## src/rtl/uart_pkg.sv

```systemverilog
// uart_pkg: shared FSM encodings, frame constants and parity helper for the uart blocks
package uart_pkg;
  typedef enum logic [3:0] {
    IDLE, WAIT_DATA, WRITE, READ_REQ, READ_WAIT, TX_START, TX_DATA, TX_PAR, TX_STOP
  } state_t;
  typedef enum logic [1:0] {RX_IDLE, RX_START, RX_BITS} rx_state_t;
  localparam int FRAME_BITS = 8;
  localparam logic PARITY_ODD = 1'b0;
  function automatic logic par_bit(input logic [FRAME_BITS-1:0] d);
    return (^d) ^ PARITY_ODD;
  endfunction
endpackage

```

## src/rtl/uart_byte_rx.sv

```systemverilog
// uart_byte_rx: synchronized uart byte receiver (rx, en in; active, byte_vld, byte_data, byte_err out)
module uart_byte_rx
  import uart_pkg::*;
#(
  parameter int BR = 434
) (
  input  logic                  clk,
  input  logic                  rst_n,
  input  logic                  rx,
  input  logic                  en,
  output logic                  active,
  output logic                  byte_vld,
  output logic [FRAME_BITS-1:0] byte_data,
  output logic                  byte_err
);
  localparam int CW = BR > 1 ? $clog2(BR) : 1;
  localparam logic [CW-1:0] LAST = CW'(BR - 1);
  localparam logic [CW-1:0] HALF = CW'(BR / 2 - 1);
  logic s1_q, s1_d, s2_q, s2_d, s3_q, s3_d;
  rx_state_t st_q, st_d;
  logic [CW-1:0] cnt_q, cnt_d;
  logic [3:0] idx_q, idx_d;
  logic [FRAME_BITS-1:0] sh_q, sh_d;
  logic par_q, par_d, vld_q, vld_d, err_q, err_d;
  always_comb begin
    s1_d = rx;
    s2_d = s1_q;
    s3_d = s2_q;
    st_d = st_q;
    cnt_d = cnt_q;
    idx_d = idx_q;
    sh_d = sh_q;
    par_d = par_q;
    vld_d = 1'b0;
    err_d = 1'b0;
    if (!en) begin
      st_d = RX_IDLE;
      cnt_d = '0;
    end else if (st_q == RX_IDLE) begin
      cnt_d = '0;
      idx_d = '0;
      if (s3_q && !s2_q) st_d = RX_START;
    end else if (st_q == RX_START) begin
      cnt_d = cnt_q == HALF ? '0 : cnt_q + 1'b1;
      if (cnt_q == HALF) st_d = s2_q ? RX_IDLE : RX_BITS;
    end else begin
      cnt_d = cnt_q == LAST ? '0 : cnt_q + 1'b1;
      if (cnt_q == LAST) begin
        idx_d = idx_q + 1'b1;
        if (idx_q < 4'(FRAME_BITS)) sh_d = {s2_q, sh_q[FRAME_BITS-1:1]};
        else if (idx_q == 4'(FRAME_BITS)) par_d = s2_q;
        else begin
          st_d = RX_IDLE;
          vld_d = s2_q && (par_q == par_bit(sh_q));
          err_d = !vld_d;
        end
      end
    end
  end
  always_ff @(posedge clk or negedge rst_n) begin
    if (!rst_n) begin
      s1_q <= 1'b1;
      s2_q <= 1'b1;
      s3_q <= 1'b1;
      st_q <= RX_IDLE;
      cnt_q <= '0;
      idx_q <= '0;
      sh_q <= '0;
      par_q <= 1'b0;
      vld_q <= 1'b0;
      err_q <= 1'b0;
    end else begin
      s1_q <= s1_d;
      s2_q <= s2_d;
      s3_q <= s3_d;
      st_q <= st_d;
      cnt_q <= cnt_d;
      idx_q <= idx_d;
      sh_q <= sh_d;
      par_q <= par_d;
      vld_q <= vld_d;
      err_q <= err_d;
    end
  end
  assign active = st_q != RX_IDLE;
  assign byte_vld = vld_q;
  assign byte_data = sh_q;
  assign byte_err = err_q;
endmodule

```

## src/rtl/uart_cmd_slave.sv

```systemverilog
// uart_cmd_slave: uart command slave (rx/tx serial; reg_addr/wen/wdata/ren/rdata/rvld register port; busy, err status)
module uart_cmd_slave
  import uart_pkg::*;
#(
  parameter int BR = 434,
  parameter int TIMEOUT_BITS = 32
) (
  input  logic       clk,
  input  logic       rst_n,
  input  logic       rx,
  output logic       tx,
  output logic [6:0] reg_addr,
  output logic       reg_wen,
  output logic [7:0] reg_wdata,
  output logic       reg_ren,
  input  logic [7:0] reg_rdata,
  input  logic       reg_rvld,
  output logic       busy,
  output logic       err
);
  localparam int CW = BR > 1 ? $clog2(BR) : 1;
  localparam logic [CW-1:0] LAST = CW'(BR - 1);
  localparam int LIMIT = TIMEOUT_BITS * BR;
  localparam int TW = $clog2(LIMIT + 1);
  localparam logic [TW-1:0] TO_LAST = TW'(LIMIT - 1);
  state_t state_q, state_d;
  logic [6:0] addr_q, addr_d;
  logic [7:0] wdata_q, wdata_d, rdata_q, rdata_d;
  logic [CW-1:0] cnt_q, cnt_d;
  logic [2:0] idx_q, idx_d;
  logic [TW-1:0] to_q, to_d;
  logic wen_q, wen_d, ren_q, ren_d, err_q, err_d, tx_q, tx_d;
  logic rx_en, rx_active, byte_vld, byte_err, tx_phase, bit_end;
  logic [7:0] byte_data;
  assign rx_en = state_q inside {IDLE, WAIT_DATA, WRITE};
  uart_byte_rx #(.BR(BR)) u_rx (
    .clk      (clk),
    .rst_n    (rst_n),
    .rx       (rx),
    .en       (rx_en),
    .active   (rx_active),
    .byte_vld (byte_vld),
    .byte_data(byte_data),
    .byte_err (byte_err)
  );
  always_comb begin
    state_d = state_q;
    addr_d = addr_q;
    wdata_d = wdata_q;
    rdata_d = rdata_q;
    idx_d = idx_q;
    wen_d = 1'b0;
    ren_d = 1'b0;
    err_d = 1'b0;
    to_d = '0;
    tx_phase = state_q inside {TX_START, TX_DATA, TX_PAR, TX_STOP};
    bit_end = cnt_q == LAST;
    cnt_d = tx_phase && !bit_end ? cnt_q + 1'b1 : '0;
    case (state_q)
      IDLE: begin
        if (byte_err) err_d = 1'b1;
        else if (byte_vld) begin
          addr_d = byte_data[6:0];
          ren_d = !byte_data[7];
          state_d = byte_data[7] ? WAIT_DATA : READ_REQ;
        end
      end
      WAIT_DATA: begin
        to_d = rx_active ? '0 : to_q + 1'b1;
        if (byte_err) begin
          err_d = 1'b1;
          state_d = IDLE;
        end else if (byte_vld) begin
          wdata_d = byte_data;
          wen_d = 1'b1;
          state_d = WRITE;
        end else if (!rx_active && to_q == TO_LAST) begin
          err_d = 1'b1;
          state_d = IDLE;
        end
      end
      WRITE: state_d = IDLE;
      READ_REQ, READ_WAIT: begin
        to_d = to_q + 1'b1;
        if (reg_rvld) begin
          rdata_d = reg_rdata;
          state_d = TX_START;
        end else if (to_q == TO_LAST) begin
          err_d = 1'b1;
          state_d = IDLE;
        end else state_d = READ_WAIT;
      end
      TX_START: if (bit_end) begin
        idx_d = '0;
        state_d = TX_DATA;
      end
      TX_DATA: if (bit_end) begin
        idx_d = idx_q + 1'b1;
        if (idx_q == 3'(FRAME_BITS - 1)) state_d = TX_PAR;
      end
      TX_PAR: if (bit_end) state_d = TX_STOP;
      TX_STOP: if (bit_end) state_d = IDLE;
      default: state_d = IDLE;
    endcase
    tx_d = state_d == TX_START ? 1'b0 :
           state_d == TX_DATA  ? rdata_d[idx_d] :
           state_d == TX_PAR   ? par_bit(rdata_d) : 1'b1;
  end
  always_ff @(posedge clk or negedge rst_n) begin
    if (!rst_n) begin
      state_q <= IDLE;
      addr_q <= '0;
      wdata_q <= '0;
      rdata_q <= '0;
      cnt_q <= '0;
      idx_q <= '0;
      to_q <= '0;
      wen_q <= 1'b0;
      ren_q <= 1'b0;
      err_q <= 1'b0;
      tx_q <= 1'b1;
    end else begin
      state_q <= state_d;
      addr_q <= addr_d;
      wdata_q <= wdata_d;
      rdata_q <= rdata_d;
      cnt_q <= cnt_d;
      idx_q <= idx_d;
      to_q <= to_d;
      wen_q <= wen_d;
      ren_q <= ren_d;
      err_q <= err_d;
      tx_q <= tx_d;
    end
  end
  assign tx = tx_q;
  assign reg_addr = addr_q;
  assign reg_wdata = wdata_q;
  assign reg_wen = wen_q;
  assign reg_ren = ren_q;
  assign err = err_q;
  assign busy = state_q != IDLE;
endmodule

```

## config.mk

```make
export PLATFORM = sky130hd
export DESIGN_NAME = uart_cmd_slave
export DESIGN_NICKNAME = d
export VERILOG_FILES = /design/src/rtl/uart_pkg.sv /design/src/rtl/uart_byte_rx.sv /design/src/rtl/uart_cmd_slave.sv
export SDC_FILE = /design/constraint.sdc
export NUM_CORES = 1
export LEC_CHECK = 0
export BUFFER_PORTS_ARGS = -buffer_cell sky130_fd_sc_hd__buf_2
export CORE_MARGIN = 2
export CORE_UTILIZATION = 65
export CTS_BUF_LIST = sky130_fd_sc_hd__clkbuf_16
export CTS_CLUSTER_SIZE = 12
export DETAILED_ROUTE_END_ITERATION = 7
export PLACE_DENSITY = 0.85
export SLEW_MARGIN = 20
export SYNTH_ARGS = -nofsm -noshare
export SYNTH_HDL_FRONTEND = slang
export SYNTH_HIERARCHICAL = 1
export SYNTH_SLANG_ARGS = --single-unit
```

## constraint.sdc

```tcl
create_clock -name clk -period 6.8 [get_ports clk]
set_input_delay 2.04 -clock clk [delete_from_list [all_inputs] [get_ports clk]]
set_output_delay 2.04 -clock clk [all_outputs]
set_load 0.03 [all_outputs]
```

==> impl_metrics.ini <==
[run_status]
status = complete, no violations

[route]
wl_met2_mm = 4.25
drt_wl_total_mm = 8.41
first_pass_iters = 4
via_count = 3079
route.met3.wl_um = 296
top_layer = met4
drt_iter0_drc = 294
post_drt_wl_per_cell_um = 16.0
wl_met1_mm = 3.64
vias_per_cell = 5.84
drcViolationCount = 0
ant_nets = 0

[yosys]
synth_cell_types = 65
synth_seq_area_share_pct = 48.9
syn_area_mm2 = 0.00441
synth_cells = 408
async_flop_share_pct = 100
synth-edff-count = 0
avgSynthCellArea_um2 = 10.8
synth_flop_cell = dfrtp_1
synth_warnings = 6
syn_nets = 431
ys_seq_elements = 86

[sta]
period_needed_ps = 3810
worst_pin_slew_ps = 744
fin_worst_skew_ps = 11.6
fin_hold_ws_ps = 366
period_share_pct = 56.0
hold_viol_final = 0
rsz0062_at_grt = false
maxSlewHeadroom_pct = 50.4
fmax_mhz = 263
setup_viol = 0
drv_slew = 0
fin_setup_tns_ps = 0

[placed_design]
place_congestion = 0.844
place_hpwl_mm = 5.60
port_buffers = 31

[floorplanning]
rows = 30
start_util_pct = 66.0
die-area_mm2 = 0.00746
dieWidth_um = 86.4
die_h_um = 86.4
core-area_mm2 = 0.00668
io_pins = 32

[grt]
grt_max_degree = 87
track_usage_pct = 24.5
antenna_found_initial = 0
grt_pass1_vias = 3038
gr-total-overflow = 0
grt_pass1_wl_mm = 14.1

[critical_path]
crit_required_ps = 4760
crit_path_start_kind = register
critPathMaxFanout = 15
criticalPathCategory = register to output port
arrival_ps = 1770
r2r_slack_ps = 3550
end_kind = output port

[clock_network]
cts_tree = built
worstSkewPairLatency_ps = 340
cts_setup_buffers = 0
cts_resized = 0
cts-hold-fix-buffers = 0
clockBufferDepth = 2
ctsHtreeMaxLevel = 3
cts_root_buf = clkbuf_16
cts.sinks = 86
cts_made_buffers = 9
clk_pin_slew_ps = 70

[layout]
nets = 465
num-fill-cells = 448
syn_to_final_growth_pct = 11.8
drive_gt1_share_pct = 18.6
mostFrequentLayoutCells = dfrtp_1, nor2_1, nand2_1
layout_commonest_cell = dfrtp_1
antennaDiodeCount = 0

[power]
p_per_area_mw_per_mm2 = 229
power_leakage_nw = 2.42
ir_drop_mv = 0.158

[flow_run]
cap_violations = 0

[worst_hold_path]
min_path_type = register to register
## layer usage
layer  up-vias  track usage [%]
met5         -                0
met4         0             12.5
met3        23             4.38
met2        89             41.1
met1      1482             30.3
li1       1485                -
## stage by stage
| stage | util, % | cells | cell area, um2 | power (mW) | setup slack (ps) |
|---|---|---|---|---|---|
| floorplan | - | 408 | 4410 | 0.609 | 3270 |
| global placement | 69.0 | 511 | 4610 | 0.633 | 2950 |
| detailed placement | 69.0 | 511 | 4610 | 0.638 | 2900 |
| CTS | 73.7 | 527 | 4920 | 1.14 | 3030 |
| global route | 73.8 | 527 | 4930 | 1.17 | 2920 |
| finish | 73.8 | 527 | 4930 | 1.13 | 2990 |
## critical path, cell delays in order, from the launching register on
cell and delay [ps]:
dfrtp_1 560, nor2_1 480, nand2_1 170, buf_2 220
## state kept, by name (all words and copies together) (netlist names)
register	count
u_rx/st_q	2
reg_wen	1
u_rx/s2_q	1
reg_ren	1
reg_wdata	8
state_q	4
u_rx/cnt_q	9
to_q	14
tx	1
err	1
u_rx/byte_data	8
u_rx/byte_vld	1
u_rx/idx_q	4
u_rx/s1_q	1
rdata_q	8
u_rx/byte_err	1
reg_addr	7
u_rx/s3_q	1
u_rx/par_q	1
idx_q	3
cnt_q	9
## power breakdown
part	internal, mW	switching (mW)	total, mW
sequential	0.530	0.0206	0.550
combinational	0.0328	0.0462	0.0790
clock	0.289	0.212	0.501
## cells in the mapped netlist, drive strengths merged (3+ instances only)
cell type	n	area [um2]
dfrtp	82	2050
nor2	46	191
nand2	38	145
xnor2	31	272
mux2	26	293
inv	21	78.8
nand3	15	87.6
and3	13	81.3
xor2	13	114
ha	11	138
a21oi	8	40.0
o21ai	8	43.8
and2	7	43.8
buf	6	45.0
mux2i	6	60.1
nand4	6	37.5
nor3	6	30.0
dfstp	4	105
nand2b	4	25.0
a31oi	3	18.8
and4b	3	33.8
and4bb	3	41.3
nor2b	3	18.8
nor4bb	3	30.0
o21a	3	22.5
or2	3	18.8
## cell families after synthesis
kind of cell / after synthesis / share of synthesized area (%)
xor gates and xnor gates: 46 / 9.79
muxes: 32 / 8.00
AOI/OAI and AO/OA: 42 / 6.84
DFF: 86 / 48.9
and+or+nand+nor: 161 / 20.2
adders and majority gates: 11 / 3.12
buffers and inverters: 30 / 3.07
## final cells by class
| type | instances | area [um2] | share of cell area, % |
|---|---|---|---|
| flip-flops and latches | 86 | 2160 | 43.8 |
| multi-input cells | 292 | 2120 | 42.9 |
| clock buffers | 9 | 225 | 4.57 |
| repair buffers | 31 | 161 | 3.27 |
| well taps | 80 | 100 | 2.03 |
| clock inverters | 7 | 86.3 | 1.75 |
| inverters | 22 | 82.6 | 1.68 |
## worst paths after layout
path | cells past startpoint | end | start
worst min register to register | 0 | u_rx/s2_q$_DFF_PN1_ | u_rx/s1_q$_DFF_PN1_
min in group asynchronous | 1 | cnt_q[3]$_DFF_PN0_ | rst_n
worst max-delay path | 3 | busy | state_q[1]$_DFF_PN0_
worst max register to register | 11 | tx$_DFF_PN1_ | cnt_q[1]$_DFF_PN0_
max in group asynchronous | 1 | cnt_q[1]$_DFF_PN0_ | rst_n
worst min-delay path | 0 | u_rx/s2_q$_DFF_PN1_ | u_rx/s1_q$_DFF_PN1_
No activity file was read; power rests on OpenSTA's default activity.
